==> config.mk <==
export PLATFORM = sky130hd
export DESIGN_NAME = alarm_ringer_flat
export DESIGN_NICKNAME = d
export VERILOG_FILES = /design/src/rtl/alarm_pkg.sv /design/src/rtl/alarm_ringer_if.sv /design/src/rtl/alarm_tone_gen.sv /design/src/rtl/alarm_ringer.sv /design/src/flat_wrapper.sv
export SDC_FILE = /design/constraint.sdc
export NUM_CORES = 1
export LEC_CHECK = 0
export BUFFER_PORTS_ARGS = -buffer_cell sky130_fd_sc_hd__clkbuf_2
export CORE_MARGIN = 4
export CORE_UTILIZATION = 41
export CTS_CLUSTER_SIZE = 25
export DETAILED_ROUTE_END_ITERATION = 16
export GPL_ROUTABILITY_DRIVEN = 0
export PLACE_DENSITY = 0.64
export SLEW_MARGIN = 20
export SYNTH_ARGS = -nofsm -noshare
export SYNTH_HDL_FRONTEND = slang
export SYNTH_HIERARCHICAL = 1
export SYNTH_SLANG_ARGS = --single-unit
==> constraint.sdc <==
create_clock -name clk -period 5.7 [get_ports clk]
set_clock_uncertainty 0.1 [all_clocks]
set_input_delay 0 -clock clk [delete_from_list [all_inputs] [get_ports clk]]
set_output_delay 0 -clock clk [all_outputs]
set_load 0.02 [all_outputs]
==> src/rtl/alarm_pkg.sv <==
// Shared definitions for the alarm ringer slice.
//   alarm_state_e  : ringer FSM states
//   MODE_ALARM_SET : clock-mode code during which the alarm is being edited
//   BCD_W          : width of one packed-BCD time field
package alarm_pkg;

  typedef enum logic [1:0] {
    IDLE   = 2'd0,
    RING   = 2'd1,
    SNOOZE = 2'd2
  } alarm_state_e;

  localparam logic [1:0] MODE_ALARM_SET = 2'd2;
  localparam int         BCD_W          = 8;

endpackage

==> src/rtl/alarm_ringer_if.sv <==
// Bus between the timekeeper/alarm-setting stage and the alarm ringer.
//   master : drives mode, time, alarm settings, sec_tick and buttons;
//            receives buzz/ringing/snoozed/snooze_used
//   slave  : the ringer side of the same signals
interface alarm_ringer_if;
  import alarm_pkg::*;

  logic [1:0]       mode;
  logic [BCD_W-1:0] cur_hour;
  logic [BCD_W-1:0] cur_minute;
  logic [BCD_W-1:0] cur_second;
  logic [BCD_W-1:0] alarm_hour;
  logic [BCD_W-1:0] alarm_minute;
  logic             alarm_en;
  logic             sec_tick;
  logic             stop;
  logic             snooze;
  logic             buzz;
  logic             ringing;
  logic             snoozed;
  logic [1:0]       snooze_used;

  modport master (
    output mode, cur_hour, cur_minute, cur_second, alarm_hour, alarm_minute,
    output alarm_en, sec_tick, stop, snooze,
    input  buzz, ringing, snoozed, snooze_used
  );

  modport slave (
    input  mode, cur_hour, cur_minute, cur_second, alarm_hour, alarm_minute,
    input  alarm_en, sec_tick, stop, snooze,
    output buzz, ringing, snoozed, snooze_used
  );

endinterface

==> src/rtl/alarm_tone_gen.sv <==
// Square-wave buzzer generator.
//   clk, rst_n : clock, asynchronous active-low reset
//   enable     : tone runs while high; buzz forced low otherwise
//   restart    : start a fresh period (buzz=1, counter cleared)
//   buzz       : tone output, period 2*TONE_DIV clocks
module alarm_tone_gen #(
  parameter int TONE_DIV = 4
) (
  input  logic clk,
  input  logic rst_n,
  input  logic enable,
  input  logic restart,
  output logic buzz
);

  localparam int             CW   = (TONE_DIV > 1) ? $clog2(TONE_DIV) : 1;
  localparam logic [CW-1:0]  LAST = CW'(TONE_DIV - 1);

  logic [CW-1:0] r_cnt;
  logic          r_buzz;

  always_ff @(posedge clk or negedge rst_n) begin
    if (!rst_n) begin
      r_cnt  <= '0;
      r_buzz <= 1'b0;
    end else if (restart) begin
      r_cnt  <= '0;
      r_buzz <= 1'b1;
    end else if (!enable) begin
      r_cnt  <= '0;
      r_buzz <= 1'b0;
    end else if (r_cnt == LAST) begin
      r_cnt  <= '0;
      r_buzz <= ~r_buzz;
    end else begin
      r_cnt  <= r_cnt + 1'b1;
    end
  end

  assign buzz = r_buzz;

endmodule

==> src/rtl/alarm_ringer.sv <==
// Alarm ringer: compares the running BCD time against the stored alarm,
// rings with a square-wave buzzer, supports stop, limited snooze and
// automatic timeout.
//   clk, rst_n : clock, asynchronous active-low reset
//   bus        : alarm_ringer_if.slave (time/alarm/buttons in,
//                buzz/ringing/snoozed/snooze_used out)
module alarm_ringer
  import alarm_pkg::*;
#(
  parameter int TONE_DIV       = 4,
  parameter int RING_SECONDS   = 60,
  parameter int SNOOZE_MINUTES = 5,
  parameter int SNOOZE_MAX     = 3
) (
  input  logic           clk,
  input  logic           rst_n,
  alarm_ringer_if.slave  bus
);

  localparam int            RC_W      = (RING_SECONDS > 1) ? $clog2(RING_SECONDS) : 1;
  localparam int            SC_W      = $clog2(SNOOZE_MINUTES * 60 + 1);
  localparam logic [RC_W-1:0] RING_LAST = RC_W'(RING_SECONDS - 1);
  localparam logic [SC_W-1:0] SNZ_LOAD  = SC_W'(SNOOZE_MINUTES * 60);
  localparam logic [1:0]      SNZ_MAX   = 2'(SNOOZE_MAX);

  alarm_state_e    r_state;
  alarm_state_e    w_nxt;
  logic [RC_W-1:0] r_ring_cnt;
  logic [SC_W-1:0] r_snz_cnt;
  logic [1:0]      r_snooze_used;

  logic r_match_q, r_trig;
  logic r_stop_q, r_stop_ev;
  logic r_snooze_q, r_snooze_ev;

  logic w_match, w_disable, w_enter_ring, w_buzz;

  assign w_disable = !bus.alarm_en || (bus.mode == MODE_ALARM_SET);
  assign w_match   = !w_disable
                   && (bus.cur_hour   == bus.alarm_hour)
                   && (bus.cur_minute == bus.alarm_minute)
                   && (bus.cur_second == 8'h00);

  // Trigger and button edges are registered as one-cycle event pulses, so
  // the FSM reacts on the edge after the one that first saw the condition.
  always_ff @(posedge clk or negedge rst_n) begin
    if (!rst_n) begin
      r_match_q   <= 1'b0;
      r_trig      <= 1'b0;
      r_stop_q    <= 1'b0;
      r_stop_ev   <= 1'b0;
      r_snooze_q  <= 1'b0;
      r_snooze_ev <= 1'b0;
    end else begin
      r_match_q   <= w_match;
      r_trig      <= w_match && !r_match_q;
      r_stop_q    <= bus.stop;
      r_stop_ev   <= bus.stop && !r_stop_q;
      r_snooze_q  <= bus.snooze;
      r_snooze_ev <= bus.snooze && !r_snooze_q;
    end
  end

  always_comb begin
    w_nxt = r_state;
    case (r_state)
      IDLE:   if (r_trig) w_nxt = RING;
      RING: begin
        if (r_stop_ev)                                     w_nxt = IDLE;
        else if (r_snooze_ev && (r_snooze_used < SNZ_MAX)) w_nxt = SNOOZE;
        else if (bus.sec_tick && (r_ring_cnt == RING_LAST)) w_nxt = IDLE;
      end
      SNOOZE: begin
        if (r_stop_ev)                                      w_nxt = IDLE;
        else if (bus.sec_tick && (r_snz_cnt == SC_W'(1)))   w_nxt = RING;
      end
      default: w_nxt = IDLE;
    endcase
    if (w_disable) w_nxt = IDLE;
  end

  assign w_enter_ring = (w_nxt == RING) && (r_state != RING);

  always_ff @(posedge clk or negedge rst_n) begin
    if (!rst_n) begin
      r_state       <= IDLE;
      r_ring_cnt    <= '0;
      r_snz_cnt     <= '0;
      r_snooze_used <= '0;
    end else begin
      r_state <= w_nxt;

      if (w_enter_ring)
        r_ring_cnt <= '0;
      else if ((r_state == RING) && bus.sec_tick && (r_ring_cnt != RING_LAST))
        r_ring_cnt <= r_ring_cnt + 1'b1;

      // A fresh alarm event (not a snooze expiry) resets the snooze budget.
      if ((r_state == IDLE) && (w_nxt == RING))
        r_snooze_used <= '0;
      else if ((r_state == RING) && (w_nxt == SNOOZE))
        r_snooze_used <= r_snooze_used + 2'd1;

      if ((r_state == RING) && (w_nxt == SNOOZE))
        r_snz_cnt <= SNZ_LOAD;
      else if ((r_state == SNOOZE) && bus.sec_tick && (r_snz_cnt != '0))
        r_snz_cnt <= r_snz_cnt - 1'b1;
    end
  end

  // Driven from the next state so buzz is already low on the cycle the FSM
  // leaves RING and already high on the cycle it enters.
  alarm_tone_gen #(
    .TONE_DIV (TONE_DIV)
  ) u_tone (
    .clk     (clk),
    .rst_n   (rst_n),
    .enable  (w_nxt == RING),
    .restart (w_enter_ring),
    .buzz    (w_buzz)
  );

  assign bus.buzz        = w_buzz;
  assign bus.ringing     = (r_state == RING);
  assign bus.snoozed     = (r_state == SNOOZE);
  assign bus.snooze_used = r_snooze_used;

endmodule

==> src/flat_wrapper.sv <==
// flat-port wrapper written by rule: the top's interface ports become plain ports
module alarm_ringer_flat import alarm_pkg::*;
#(
  parameter int TONE_DIV       = 4,
  parameter int RING_SECONDS   = 60,
  parameter int SNOOZE_MINUTES = 5,
  parameter int SNOOZE_MAX     = 3
)
  (clk, rst_n, bus_mode, bus_cur_hour, bus_cur_minute, bus_cur_second, bus_alarm_hour, bus_alarm_minute, bus_alarm_en, bus_sec_tick, bus_stop, bus_snooze, bus_buzz, bus_ringing, bus_snoozed, bus_snooze_used);
  alarm_ringer_if bus_i ();
  input  logic clk;
  input  logic rst_n;
  input wire logic [$bits(bus_i.mode)-1:0] bus_mode;
  input wire logic [$bits(bus_i.cur_hour)-1:0] bus_cur_hour;
  input wire logic [$bits(bus_i.cur_minute)-1:0] bus_cur_minute;
  input wire logic [$bits(bus_i.cur_second)-1:0] bus_cur_second;
  input wire logic [$bits(bus_i.alarm_hour)-1:0] bus_alarm_hour;
  input wire logic [$bits(bus_i.alarm_minute)-1:0] bus_alarm_minute;
  input wire logic [$bits(bus_i.alarm_en)-1:0] bus_alarm_en;
  input wire logic [$bits(bus_i.sec_tick)-1:0] bus_sec_tick;
  input wire logic [$bits(bus_i.stop)-1:0] bus_stop;
  input wire logic [$bits(bus_i.snooze)-1:0] bus_snooze;
  output wire logic [$bits(bus_i.buzz)-1:0] bus_buzz;
  output wire logic [$bits(bus_i.ringing)-1:0] bus_ringing;
  output wire logic [$bits(bus_i.snoozed)-1:0] bus_snoozed;
  output wire logic [$bits(bus_i.snooze_used)-1:0] bus_snooze_used;
  assign bus_i.mode = bus_mode;
  assign bus_i.cur_hour = bus_cur_hour;
  assign bus_i.cur_minute = bus_cur_minute;
  assign bus_i.cur_second = bus_cur_second;
  assign bus_i.alarm_hour = bus_alarm_hour;
  assign bus_i.alarm_minute = bus_alarm_minute;
  assign bus_i.alarm_en = bus_alarm_en;
  assign bus_i.sec_tick = bus_sec_tick;
  assign bus_i.stop = bus_stop;
  assign bus_i.snooze = bus_snooze;
  assign bus_buzz = bus_i.buzz;
  assign bus_ringing = bus_i.ringing;
  assign bus_snoozed = bus_i.snoozed;
  assign bus_snooze_used = bus_i.snooze_used;
  alarm_ringer #(.TONE_DIV(TONE_DIV), .RING_SECONDS(RING_SECONDS), .SNOOZE_MINUTES(SNOOZE_MINUTES), .SNOOZE_MAX(SNOOZE_MAX)) u_core (.clk(clk), .rst_n(rst_n), .bus(bus_i));
endmodule
# Yosys cells after proc, flatten, opt, wreduce, memory -nomap -nowiden
# Index checks and enable logic that the tools add are counted.
# W data, S select, Z words.
[word_totals]
output_inout_bits = 5
ff_bits = 28
word_cells = 79
input_bits = 48
[op_classes]
mux = 20
addsub = 4
order_cmp = 1
n_reduce_logical = 28
bitwise_logic = 1
eq_ne = 13
[op_table]
columns = ["cell", "count"]
rows = [
  ["$mux W2", 12],
  ["$mux W9", 2],
  ["$eq A8 B8 Y1", 2],
  ["$logic_and A1 B1 Y1", 16],
  ["$mux W6", 2],
  ["$eq A9 B1 Y1 const B", 1],
  ["$reduce_bool A9 Y1", 1],
  ["$sub A9 B1 Y9 const B", 1],
  ["$eq A2 B2 Y1 const B", 4],
  ["$logic_not A8 Y1", 1],
  ["$add A6 B1 Y6 const B", 1],
  ["$eq A6 B6 Y1 const B", 1],
  ["$ne A6 B6 Y1 const B", 1],
  ["$pmux W2 S3", 1],
  ["$reduce_bool A2 Y1", 3],
  ["$logic_not A1 Y1", 5],
  ["$add A2 B1 Y2 const B", 2],
  ["$eq A2 B1 Y1 const B", 2],
  ["$mux W1", 3],
  ["$ne A3 B1 Y1 const B", 1],
  ["$logic_not A2 Y1", 1],
  ["$lt A2 B2 Y1 const B", 1],
  ["$ne A2 B1 Y1 const B", 1],
  ["$logic_or A1 B1 Y1", 1],
  ["$not A1 Y1", 1],
]

# Depth between registers and ports, before layout
[logic_depth]
ltp_word = 11
depth_mapped = 7

# By module
# Netlist, hierarchy kept.
[by_module_without_submodules]
columns = ["module", "area_per_inst_um2", "n_inst", "cells_each"]
rows = [
  ["alarm_ringer", 1665.3, 1, 176],
  ["alarm_tone_gen", 122.6, 1, 8],
]

# Least setup slack after synthesis
# OpenSTA, ideal clock, no wires.
[synth_path]
path_type = "reg-to-reg"
from = "register u_core.r_snooze_used[0], in the netlist u_core/bus.snooze_used[0]"
to = "register u_core.u_tone.r_cnt[0]"
slack_ns = 3.812
t_arrival_ns = 1.683
stages_incl_launch_ff = 7
synth_period_minus_slack_ns = 1.888
setup_ns = 0.105
path_cell_list = "dfrtp_1 > ha_1 > nand2b_1 > a31oi_1 > a2111oi_2 > or2_2 > nor4b_1"
[synth_between]
elab_chain_cells = 9
word_cells_on_any_way = 10
[synth_lines]
columns = ["element", "line", "rtl"]
rows = [
  ["start, declared", "alarm_ringer.sv:30", "logic [1:0] r_snooze_used;"],
  ["start signal, assigned", "alarm_ringer.sv:102", "r_snooze_used <= r_snooze_used + 2'd1;"],
  ["$lt A2 B2 Y1 (*)", "alarm_ringer.sv:70", "else if (r_snooze_ev && (r_snooze_used < SNZ_MAX)) w_nxt = SNOOZE;"],
  ["$logic_and A1 B1 Y1 (*)", "alarm_ringer.sv:70", ""],
  ["$mux W2 (*)", "alarm_ringer.sv:70", ""],
  ["$mux W2 (*)", "alarm_ringer.sv:69", "if (r_stop_ev) w_nxt = IDLE;"],
  ["$pmux W2 S3 (*)", "alarm_ringer.sv:66", "case (r_state)"],
  ["$mux W2 (*)", "alarm_ringer.sv:79", "if (w_disable) w_nxt = IDLE;"],
  ["$eq A2 B1 Y1 (*)", "alarm_ringer.sv:82, alarm_ringer.sv:118", ""],
  ["$mux W2 / $logic_and A1 B1 Y1 (equally long branches)", "alarm_tone_gen.sv:29, alarm_ringer.sv:82", ""],
  ["$mux W2 (*)", "alarm_tone_gen.sv:26", "end else if (restart) begin"],
  ["end signal, assigned", "alarm_tone_gen.sv:36", "r_cnt <= r_cnt + 1'b1;"],
  ["end, declared", "alarm_tone_gen.sv:19", "logic [CW-1:0] r_cnt;"],
]
# Every way passes the cells marked *; elsewhere a longest branch is shown, timed or not.
# A chain may end at the register's enable or synchronous reset.

# Final worst setup path
[layout_path]
from = "input bus_cur_second[4]"
to = "register u_core.r_trig"
[layout_between]
elab_chain_cells = 3
[layout_lines]
columns = ["element", "line", "rtl"]
rows = [
  ["start, declared", "flat_wrapper.sv:16", "input wire logic [$bits(bus_i.cur_second)-1:0] bus_cur_second;"],
  ["$logic_not A8 Y1", "alarm_ringer.sv:42", "&& (bus.cur_second == 8'h00);"],
  ["$logic_and A1 B1 Y1", "alarm_ringer.sv:42", ""],
  ["$logic_and A1 B1 Y1", "alarm_ringer.sv:56", "r_trig <= w_match && !r_match_q;"],
  ["end signal, assigned", "alarm_ringer.sv:56", ""],
  ["end, declared", "alarm_ringer.sv:32", "logic r_match_q, r_trig;"],
]
# Every way passes these cells.

==> impl_metrics.py <==
metrics = {
    "pwr": {
        "ir_drop_uv": 129.5,
        "total_power_mw": 0.4137,
        "leakage_nw": 1.080,
        "switching_power_mw": 0.09007,
        "power.density_nw_per_um2": 186.9,
        "combPwrFrac_pct": 12.2,
        "internal-power_mw": 0.3237,
        "clkPwrFrac_pct": 37.3,
        "seqPwrFrac_pct": 50.5,
        "power.share.switching_pct": 21.77,
    },
    "detailed_routing": {
        "avgViaCountPerCell": 5.151,
        "first_pass_iters": 4,
        "drt-initial-drc-count": 35,
        "ant_nets": 0,
        "num_vias": 1504,
        "wirelength_mm": 3.791,
        "drc_errors": 0,
        "wl_per_cell_um": 12.98,
    },
    "clock_tree": {
        "clock-sinks": 28,
        "cts_max_level": 1,
        "post_cts_buffers": 0,
        "cts_tree": "built",
        "path_clk_slew_ns": 0.09,
        "clk_latency_ns": 0.27,
        "root_buffer": "clkbuf_8",
        "cts_max_path_buffers": 2,
        "numCtsBuffers": 3,
    },
    "cells_and_area": {
        "fillers": 390,
        "fin_area_um2": 2213,
        "syn_to_final_growth_pct": 23.79,
        "diodes": 0,
        "finalNonFillerCells": 292,
        "drive_above_1_share_pct": 29.75,
        "fin_nets": 297,
    },
    "global_routing": {
        "grt_overflow": 0,
        "grt_max_degree": 29,
        "antenna_found_initial": 0,
        "grt_pass1_vias": 1465,
        "grt_pass1_wl_mm": 6.417,
        "grt_usage_pct": 14.66,
    },
    "sta": {
        "rsz0062_at_grt": "no",
        "final-max-slew-violation-count": 0,
        "period_minus_slack_ns": 2.521,
        "period_share_pct": 44.23,
        "worstMarginPinSlew_ns": 0.6937,
        "timing_hold_violations_final": 0,
        "timing.slew.headroom_pct": 53.75,
        "clock.fmax_ghz": 0.3966,
        "setup_total_negative_slack_ns": 0,
        "finalSetupViolations": 0,
    },
    "setup_path": {
        "path_class": "primary input to register",
        "start_kind": "primary input",
        "worstPathArrival_ns": 2.63,
        "required_ns": 5.80,
        "cp-end-kind": "register",
        "crit_fanout": 2,
    },
    "placement": {
        "port_buffers": 52,
        "dp.cells": 282,
        "placed_area_um2": 2082,
        "dpl.hpwl_mm": 2.980,
    },
    "synth": {
        "avgSynthCellArea_um2": 9.717,
        "yosys.cell_count.top_type": "dfrtp_1",
        "ys_warn_count": 6,
        "yosysSeqAreaShare_pct": 39.19,
        "yosys.area.top_type": "dfrtp_1",
        "synth_top_area_share_pct": 39.19,
        "synth_edf_count": 0,
        "syn_nets": 238,
        "ys.flop_type": "dfrtp_1",
        "synth_cell_types": 52,
        "async_reset_ff_share_pct": 100.0,
        "synthTopCellsByCount": "dfrtp_1 (28), nand2_1 (18), nor2_1 (14)",
        "synthTopCellsByArea": "dfrtp_1 (39%), xor2_1 (6.4%), ha_1 (4.2%)",
        "syn_area_um2": 1788,
        "syn_inst": 184,
        "synth-seq-cells": 28,
    },
    "floorplan": {
        "num_rows": 23,
        "coreArea_um2": 4115,
        "die_x_um": 74.04,
        "die_area_um2": 5481,
        "start_util_pct": 43.45,
        "chipHeight_um": 74.04,
        "io_pins": 53,
    },
    "hold_path": {
        "hold_path.class": "primary input to register",
    },
    "job": {
        "max_cap_viol_count": 0,
    },
    "outcome": {
        "outcome": "completed",
    },
}
power groups by stage:
stage | registers (mW) | logic [mW] | clock network (mW)
final | 0.209 | 0.0505 | 0.154
after global routing | 0.210 | 0.0565 | 0.167
after CTS | 0.209 | 0.0513 | 0.162
after detailed placement | 0.213 | 0.0486 | 0
after global placement | 0.213 | 0.0481 | 0
after floorplan | 0.212 | 0.0221 | 0
registers in the layout (all words and copies together), names as in the netlist:
signal and count:
u_core/r_ring_cnt 6, u_core/bus.snooze_used 2, u_core/u_tone/r_cnt 2, u_core/r_match_q 1, u_core/r_trig 1, u_core/r_state 2
u_core/r_snooze_ev 1, u_core/r_stop_ev 1, u_core/r_snz_cnt 9, u_core/r_stop_q 1, u_core/u_tone/buzz 1, u_core/r_snooze_q 1
cells in the final DEF (no fill, tap or decap), types with 2 or more instances in the layout:
cell and n:
nor3_2 2, xnor2_1 8, xor2_1 13, nor3_1 4
nor2b_1 6, a21oi_1 4, o31ai_1 3, nand2_1 18
dlygate4sd3_1 6, ha_1 6, nor2_1 14, o21ai_0 4
nand4_1 4, mux2i_1 3, nor4_1 7, clkbuf_2 52
nor4b_1 2, nand2b_1 3, or2_2 2, clkbuf_8 3
and3_1 3, nand3_1 4, inv_1 8, a31oi_1 4
a211oi_1 2, nand3_2 2, dfrtp_1 28, and4_1 2
critical path: stages:
cell	delay, ns
dlygate4sd3_1	0.53
clkbuf_2	0.10
nor4_1	0.15
dlygate4sd3_1	0.58
nand2_1	0.04
dlygate4sd3_1	0.55
or4_4	0.52
nor3_2	0.15
cell type report:
| class | instances | area (um^2) | area share [%] |
|---|---|---|---|
| flip-flops and latches | 28 | 700.7 | 31.66 |
| inverters | 8 | 30.03 | 1.357 |
| clock inverters | 1 | 30.03 | 1.357 |
| clock buffers | 3 | 41.29 | 1.865 |
| repair buffers | 58 | 320.3 | 14.47 |
| well taps | 50 | 62.56 | 2.826 |
| multi-input cells | 144 | 1028 | 46.47 |
final timing paths:
path | cells after the start | slack (ns) | to | startpoint
min reg2reg | 1 | 0.30 | u_core/r_stop_ev | u_core/r_stop_q
min | 5 | 0.01 | u_core/r_trig | bus_cur_minute[2]
max | 8 | 3.18 | u_core/r_trig | bus_cur_second[4]
min in group asynchronous | 2 | 0.19 | u_core/r_snz_cnt[3] | rst_n
max in group asynchronous | 2 | 4.87 | u_core/r_state[0] | rst_n
max reg2reg | 6 | 3.56 | u_core/u_tone/r_cnt[1] | u_core/r_snz_cnt[1]
routing by layer:
metal / vias up / global-route usage [%] / part of all wire [%]
met2: 34 / 23.72 / 49
met3: 3 / 3.784 / 4.9
li1: 774 / - / -
met1: 693 / 20.51 / 46
met5: - / 0 / 0
met4: 0 / 1.610 / 0.26
cell families after synthesis:
logic type      count (synthesis)  synth area share, %
xor+xnor                       21                10.29
simple gates                   87                29.46
flops                          28                39.19
fa+ha+maj                       6                4.199
compound gates                 27                11.90
buf+inv                        12                3.289
mux                             3                1.680
metrics by stage:
step / worst slack (ns) / util [%] / hold slack [ns]
2_1_floorplan: 3.812 / - / -0.3956
3_3_place_gp: 3.696 / 50.59 / -0.01872
3_5_place_dp: 3.599 / 50.59 / -0.01436
4_1_cts: 3.182 / 53.79 / 0.006836
5_1_grt: 3.079 / 53.79 / 0.03300
6_report: 3.179 / 53.79 / 0.01209
repair_timing:
item | in CTS | in global routing
hold endpoints to repair | 34 | 0
hold buffers | 6 | 0
gates resized for setup | 0 | 0
No activity file was read; power rests on OpenSTA's default activity.
